**config.mk**
```make
export PLATFORM = sky130hd
export DESIGN_NAME = vga_fb_scanout
export DESIGN_NICKNAME = d
export VERILOG_FILES = /design/src/rtl/vga_fb_scanout.sv
export SDC_FILE = /design/constraint.sdc
export NUM_CORES = 1
export LEC_CHECK = 0
export ABC_CLOCK_PERIOD_IN_PS = 2200
export CAP_MARGIN = 10
export CORE_MARGIN = 1
export CORE_UTILIZATION = 40
export CTS_BUF_LIST = sky130_fd_sc_hd__clkbuf_8
export CTS_CLUSTER_SIZE = 10
export DETAILED_ROUTE_END_ITERATION = 16
export GPL_ROUTABILITY_DRIVEN = 0
export SYNTH_ARGS = -nofsm -noshare
export SYNTH_HDL_FRONTEND = slang
export SYNTH_SLANG_ARGS = --single-unit
```
**constraint.sdc**
```tcl
create_clock -name Clock -period 2.2 [get_ports Clock]
set_clock_uncertainty 0.05 [all_clocks]
set_input_delay 0.66 -clock Clock [delete_from_list [all_inputs] [get_ports Clock]]
set_output_delay 0.66 -clock Clock [all_outputs]
set_load 0.02 [all_outputs]
```
**src/rtl/vga_fb_scanout.sv**
```systemverilog
// 640x480@60 VGA scan-out of an 80x60 cell, 3-bit colour video RAM.
// Counters -> address register -> synchronous RAM -> output registers; 3-cycle fixed latency.
module vga_fb_scanout #(
  parameter int H_VISIBLE  = 640,
  parameter int H_FP       = 16,
  parameter int H_SYNC     = 96,
  parameter int H_BP       = 48,
  parameter int V_VISIBLE  = 480,
  parameter int V_FP       = 10,
  parameter int V_SYNC     = 2,
  parameter int V_BP       = 33,
  parameter int CELL_SHIFT = 3,
  parameter int FB_WIDTH   = 80,
  parameter int ADDR_W     = 13
) (
  input  logic              Clock,
  input  logic              Reset,
  output logic [ADDR_W-1:0] oReadAddress,
  input  logic [2:0]        iReadData,
  output logic              oVGA_HS,
  output logic              oVGA_VS,
  output logic              oVGA_R,
  output logic              oVGA_G,
  output logic              oVGA_B,
  output logic              oFrameStart
);

  localparam int H_TOTAL = H_VISIBLE + H_FP + H_SYNC + H_BP;
  localparam int V_TOTAL = V_VISIBLE + V_FP + V_SYNC + V_BP;
  localparam int HCW     = $clog2(H_TOTAL);
  localparam int VCW     = $clog2(V_TOTAL);

  typedef struct packed {
    logic vis;
    logic hs;
    logic vs;
    logic fs;
  } flags_t;

  // Syncs idle high so the pipeline fill never shows a partial pulse.
  localparam flags_t FLAGS_RST = 4'b0110;

  logic [HCW-1:0]    r_hcount;
  logic [VCW-1:0]    r_vcount;
  flags_t [1:0]      r_pipe;
  flags_t            w_flags;
  logic              w_visible, w_hs_raw, w_vs_raw, w_fs_raw;
  logic [ADDR_W-1:0] w_row, w_col, w_row_mul, w_addr;

  always_ff @(posedge Clock or negedge Reset) begin
    if (!Reset) begin
      r_hcount <= '0;
      r_vcount <= '0;
    end else if (r_hcount == HCW'(H_TOTAL - 1)) begin
      r_hcount <= '0;
      r_vcount <= (r_vcount == VCW'(V_TOTAL - 1)) ? '0 : r_vcount + 1'b1;
    end else begin
      r_hcount <= r_hcount + 1'b1;
    end
  end

  assign w_visible = (r_hcount < HCW'(H_VISIBLE)) && (r_vcount < VCW'(V_VISIBLE));
  assign w_hs_raw  = !((r_hcount >= HCW'(H_VISIBLE + H_FP)) &&
                       (r_hcount <  HCW'(H_VISIBLE + H_FP + H_SYNC)));
  assign w_vs_raw  = !((r_vcount >= VCW'(V_VISIBLE + V_FP)) &&
                       (r_vcount <  VCW'(V_VISIBLE + V_FP + V_SYNC)));
  assign w_fs_raw  = (r_hcount == '0) && (r_vcount == '0);
  assign w_flags   = {w_visible, w_hs_raw, w_vs_raw, w_fs_raw};

  assign w_row = ADDR_W'(r_vcount >> CELL_SHIFT);
  assign w_col = ADDR_W'(r_hcount >> CELL_SHIFT);

  // The 80-wide buffer multiplies with two shifts; other widths use a plain multiply.
  if (FB_WIDTH == 80) begin : g_mul80
    assign w_row_mul = (w_row << 6) + (w_row << 4);
  end else begin : g_mul
    assign w_row_mul = w_row * ADDR_W'(FB_WIDTH);
  end

  assign w_addr = w_row_mul + w_col;

  always_ff @(posedge Clock or negedge Reset) begin
    if (!Reset) begin
      oReadAddress <= '0;
      r_pipe       <= {FLAGS_RST, FLAGS_RST};
      oVGA_HS      <= 1'b1;
      oVGA_VS      <= 1'b1;
      oVGA_R       <= 1'b0;
      oVGA_G       <= 1'b0;
      oVGA_B       <= 1'b0;
      oFrameStart  <= 1'b0;
    end else begin
      oReadAddress <= w_visible ? w_addr : '0;
      r_pipe       <= {r_pipe[0], w_flags};
      oVGA_HS      <= r_pipe[1].hs;
      oVGA_VS      <= r_pipe[1].vs;
      {oVGA_R, oVGA_G, oVGA_B} <= r_pipe[1].vis ? iReadData : 3'b000;
      oFrameStart  <= r_pipe[1].fs;
    end
  end

endmodule

```
== After elaboration in Yosys (flattened, before gate mapping) ==
Cells that the tools add are included.

* Magnitude comparators: 6
* Multiplexer cells: 4
* Eq/ne operators: 2
* $add $sub $neg: 4
* Reduce and logical (&&, ||, !) cells: 8

{| class="wikitable"
|+ Operators with widths
! operator !! count
|-
| adder 10 x 1 -> 10 bit, second input constant || 2
|-
| == test 10 bit, second input constant || 2
|-
| zero test 10 bit || 2
|-
| < comparator 10 bit, second input constant || 2
|-
| < comparator 10 x 9 -> 1 bit, second input constant || 2
|-
| two-way mux 10 bit || 2
|-
| adder 13 x 11 -> 13 bit || 1
|-
| adder 13 x 7 -> 13 bit || 1
|-
| two-way mux 13 bit || 1
|-
| >= comparator 10 bit, second input constant || 1
|-
| >= comparator 10 x 9 -> 1 bit, second input constant || 1
|-
| logical AND 1 bit || 4
|-
| two-way mux 3 bit || 1
|-
| zero test 1 bit || 2
|}

* Input port bits: 5
* Output and inout bits: 19
* Flip-flop bits (word level): 47
* Word-level logic and storage cells: 41

== Depth between registers and ports, before layout ==
* Word-level depth: 3
* Depth in mapped cells: 8
* Mapped depth without buffers: 8

== Worst setup path after synthesis ==
No wires, ideal clock.

* Path kind: register to register
* Start point: register r_hcount[9]
* End point: register oReadAddress[9]
* Buffers on the path: 0
* Data arrival time: 2.102 ns
* Stages on the path, launching flop included: 9
* Library setup time: 0.118 ns
* Clock period less this slack: 2.271 ns
* Setup slack: -0.071 ns
* Required time: 2.032 ns
* Cells stage by stage: dfrtp_1 > inv_1 > fa_1 > inv_1 > fa_1 > a21o_1 > a21oi_1 > xor2_1 > nor2_1

* Word-level cells in the longest chain between the ends: 3
* Elaborated cells on any way between the ends: 4
* Classes of those cells: add/sub: 1; order compare: 1; mux: 1; reduce/logical: 1

{| class="wikitable"
|+ RTL lines
! what !! line !! source
|-
| from (decl) || 43 || <nowiki>logic [HCW-1:0] r_hcount;</nowiki>
|-
| from (signal assigned) || 58 || <nowiki>r_hcount <= r_hcount + 1'b1;</nowiki>
|-
| parallel branches: the longest is 2 deep, another holds adder 13 x 7 -> 13 bit || - ||
|-
| two-way mux 13 bit * || 93 || <nowiki>oReadAddress <= w_visible ? w_addr : '0;</nowiki>
|-
| to (signal assigned) || 93 ||
|-
| to (decl) || 18 || <nowiki>output logic [ADDR_W-1:0] oReadAddress,</nowiki>
|}

Every way passes the cells marked *.
A chain may end at the register's enable or synchronous reset.

== Worst setup path after layout ==
* Start point: register r_hcount[9]
* End point: register oReadAddress[11]

Same word-level chain as after synthesis.

==> flow_metrics.tcl <==
set metrics [dict create \
    largest_net_degree_at_the_start_of_global_routing 48 \
    clock.fmax_mhz 467 \
    min-delay-path-class "in -> async" \
    p_total_mw 1.55 \
    setup_viol 0 \
    layout-area-overhead-vs-synth_pct 25.9 \
    worst_path_dominant_cell_family "adder cells" \
    cts_h_tree_lvls 2 \
    crit_path_max_fanout 3 \
    n_fill_cell 509 \
    final_nets 268 \
    drt_drc_violations_left 0 \
    core_sq_um 5470 \
    dieHeight_um 77.2 \
    cts_inserted_buffers 5 \
    placement.io_buffers 23 \
    die_w_um 77.2 \
    ys_seq_area_share_pct 52.3 \
    cap_violations 0 \
    yosys_most_used_dff "sky130_fd_sc_hd__dfrtp_1" \
    critical-path-slowest-cell "sky130_fd_sc_hd__or4_1" \
    max_slew.worst_pin.slew_ns 0.374 \
    antenna-diode-count 0 \
    clock-sinks 47 \
    grt_setup_unrepaired "true" \
    use_met3_pct 3.69 \
    required_ns 2.39 \
    synth_area_leaders "sky130_fd_sc_hd__dfrtp_1 45%, sky130_fd_sc_hd__ha_1 9.4%, sky130_fd_sc_hd__dfstp_2 7.0%" \
    setup_ws_final_ns 0.0600 \
    floorplan.initialDensity_pct 41.4 \
    finalHoldWorstSlack_ns 0.275 \
    postRouteAntennaNets 0 \
    drt_pass1_iterations 5 \
    io_pins 24 \
    post_dp_hpwl_um 3000 \
    synthesis.yosys.warnings 0 \
    worst_ep_arrival_time_ns 2.33 \
    worstPathCellList "inv_1 -> fa_1 -> inv_2 -> fa_2 -> a211oi_2 -> o21a_1 -> or4_1 -> nand2_1" \
    busiest_metal_layer_after_global_routing "met2" \
    final_util_pct 52.1 \
    die_area_sq_um 5960 \
    r2r_slack_ns 0.06 \
    globalRouteMet2Util_pct 24.7 \
    leakagePower_nw 1.30 \
    synth-edff-count 0 \
    critical_path.max_stage_delay_ns 0.45 \
    buffer_cell_driving_the_clock_tree_root "sky130_fd_sc_hd__clkbuf_8" \
    worst-setup-path-type "reg -> reg" \
    clk_latency_ns 0.31 \
    clk_pin_slew_ns 0.10 \
    netlist.top_cell.by_area "sky130_fd_sc_hd__dfrtp_1" \
    cts-root-to-sink-buffers 2 \
    aggregate_global_routing_overflow 0 \
    postSynth.asyncResetShare_pct 100 \
    drt-vias-per-instance 5.16 \
    hold_viol_final 0 \
    ys_types 39 \
    syn-mean-instance-area_sq_um 11.2 \
    worst_ir_drop_vdd_mv 0.337 \
    relSlewSlack_pct 74.8 \
    first_global_vias 1531 \
    synth_largest_type_area_fraction_pct 45.3 \
    sum_of_routed_wire_length_over_all_layers_um 4290 \
    cts_tree "built" \
    post_synth_inst_count 202 \
    initialDrtViolationCount 102 \
    powerDensity_nw_per_um2 545 \
    ctsHoldBuffers 0 \
    finalCritPeriodShare_pct 97.3 \
    outcome "completed" \
    synthesis.nets 226 \
    worstSetupEndpointType "flop" \
    grt_antenna_before_repair 0 \
    routed-via-count 1636 \
    dp_slack_ns 0.0346 \
    grt_use_total_pct 15.9 \
    cp.buffers_inverters 2 \
    yosys_register_bits 47 \
    num_rows 27 \
    grt.met1_usage_pct 21.1 \
    period_minus_slack_ns 2.14 \
    setup_total_negative_slack_ns 0 \
    timing.final.max_slew_violations 0 \
    route.detailed.wl_per_inst_um 13.5 \
    drive_above_1_share_pct 18.4 \
    global_route_wire_length_before_repair_um 7270 \
    setup.worst_path.start_class "flop" \
    syn-cell-area_sq_um 2260 \
]
## through the flow
| step | std cells | area, sq um |
|---|---|---|
| floorplan | 202 | 2270 |
| global placement | 306 | 2680 |
| detailed placement | 306 | 2680 |
| CTS | 314 | 2800 |
| global route | 317 | 2850 |
| finish | 317 | 2850 |
## state kept, by name (all words and copies together), names as in the netlist
register      cells
oReadAddress     13
r_vcount         10
oFrameStart       1
oVGA_R            1
r_hcount         10
oVGA_HS           1
oVGA_B            1
oVGA_G            1
oVGA_VS           1
r_pipe            8
## cells in the final DEF (no fill, tap or decap), types with 2 or more instances in the layout
| master | count |
|---|---|
| sky130_fd_sc_hd__nand4_1 | 7 |
| sky130_fd_sc_hd__nor3_1 | 5 |
| sky130_fd_sc_hd__or3_1 | 3 |
| sky130_fd_sc_hd__clkbuf_8 | 5 |
| sky130_fd_sc_hd__nor2_1 | 15 |
| sky130_fd_sc_hd__buf_4 | 15 |
| sky130_fd_sc_hd__or4_1 | 5 |
| sky130_fd_sc_hd__xor2_1 | 4 |
| sky130_fd_sc_hd__clkdlybuf4s50_1 | 22 |
| sky130_fd_sc_hd__inv_2 | 3 |
| sky130_fd_sc_hd__ha_1 | 14 |
| sky130_fd_sc_hd__inv_1 | 9 |
| sky130_fd_sc_hd__nand3_1 | 5 |
| sky130_fd_sc_hd__and2_1 | 10 |
| sky130_fd_sc_hd__and3_1 | 4 |
| sky130_fd_sc_hd__ha_4 | 2 |
| sky130_fd_sc_hd__a211oi_1 | 2 |
| sky130_fd_sc_hd__o21a_1 | 4 |
| sky130_fd_sc_hd__xnor2_1 | 7 |
| sky130_fd_sc_hd__o211ai_1 | 3 |
| sky130_fd_sc_hd__dfstp_2 | 6 |
| sky130_fd_sc_hd__a21o_1 | 4 |
| sky130_fd_sc_hd__nor4_1 | 3 |
| sky130_fd_sc_hd__nand2_1 | 8 |
| sky130_fd_sc_hd__a211oi_2 | 2 |
| sky130_fd_sc_hd__dfrtp_1 | 41 |
| sky130_fd_sc_hd__o21ai_0 | 13 |
## worst reg2reg max path: stages (launching register included)
cell                       delay [ns]
sky130_fd_sc_hd__dfrtp_1         0.39
sky130_fd_sc_hd__inv_1           0.09
sky130_fd_sc_hd__fa_1            0.43
sky130_fd_sc_hd__inv_2           0.10
sky130_fd_sc_hd__fa_2            0.23
sky130_fd_sc_hd__a211oi_2        0.07
sky130_fd_sc_hd__o21a_1          0.18
sky130_fd_sc_hd__or4_1           0.45
sky130_fd_sc_hd__nand2_1         0.07
## synth_stat cells, types with 4 or more instances
cell type                  number
sky130_fd_sc_hd__a211oi_1       4
sky130_fd_sc_hd__a21o_1         4
sky130_fd_sc_hd__and2_1        10
sky130_fd_sc_hd__and3_1         4
sky130_fd_sc_hd__dfrtp_1       41
sky130_fd_sc_hd__dfstp_2        6
sky130_fd_sc_hd__ha_1          17
sky130_fd_sc_hd__inv_1         12
sky130_fd_sc_hd__nand2_1        8
sky130_fd_sc_hd__nand3_1        5
sky130_fd_sc_hd__nand4_1        7
sky130_fd_sc_hd__nor2_1        15
sky130_fd_sc_hd__nor3_1         5
sky130_fd_sc_hd__o21a_1         4
sky130_fd_sc_hd__o21ai_0       13
sky130_fd_sc_hd__or4_1          5
sky130_fd_sc_hd__xnor2_1        7
sky130_fd_sc_hd__xor2_1         4
## where the power goes
group          leakage [nW]  internal (mW)  switching [mW]
Clock                0.0548          0.342           0.307
Sequential            0.594          0.866        0.000557
Combinational         0.652         0.0150          0.0224
## repair_timing
action | 4_1_cts | 5_1_grt
gates cloned | 0 | 0
buffers inserted | 0 | 3
pin swaps | 1 | 6
resized for setup | 1 | 6
setup endpoints to repair | 2 | 4
## area by class of cell
cell class	count	area [sq um]	area share (%)
sequential	47	1180	41.5
clock inverter	3	46.3	1.62
timing repair buffer	39	358	12.6
inverter	13	48.8	1.71
clock buffer	5	68.8	2.41
tap	72	90.1	3.16
multi-input combinational	138	1050	37.0
## kinds of logic after synthesis
family	share of synthesized area, %
adders and majority gates	11.2
xor gates and xnor gates	4.26
muxes	0.442
buffers and inverters	3.04
AOI/OAI and AO/OA	10.2
and+or+nand+nor	18.6
DFF	52.3
## metal layers
metal	up-vias	part of all wire (%)
met3	11	3.8
met4	0	2.0
li1	806	-
met1	777	48
met2	42	46
met5	-	0
## path summary, 6_finish.rpt
check	startpoint	endpoint	cells past startpoint
min	Reset	oReadAddress[12]$_DFF_PN0_	2
max reg2reg	r_hcount[9]$_DFF_PN0_	oReadAddress[11]$_DFF_PN0_	8
max in group asynchronous	Reset	r_pipe[6]$_DFF_PN1_	2
max	r_hcount[9]$_DFF_PN0_	oReadAddress[11]$_DFF_PN0_	8
min in group Clock	r_pipe[0]$_DFF_PN0_	r_pipe[4]$_DFF_PN0_	0
min reg2reg	r_pipe[0]$_DFF_PN0_	r_pipe[4]$_DFF_PN0_	0
No activity file was read; power rests on OpenSTA's default activity.
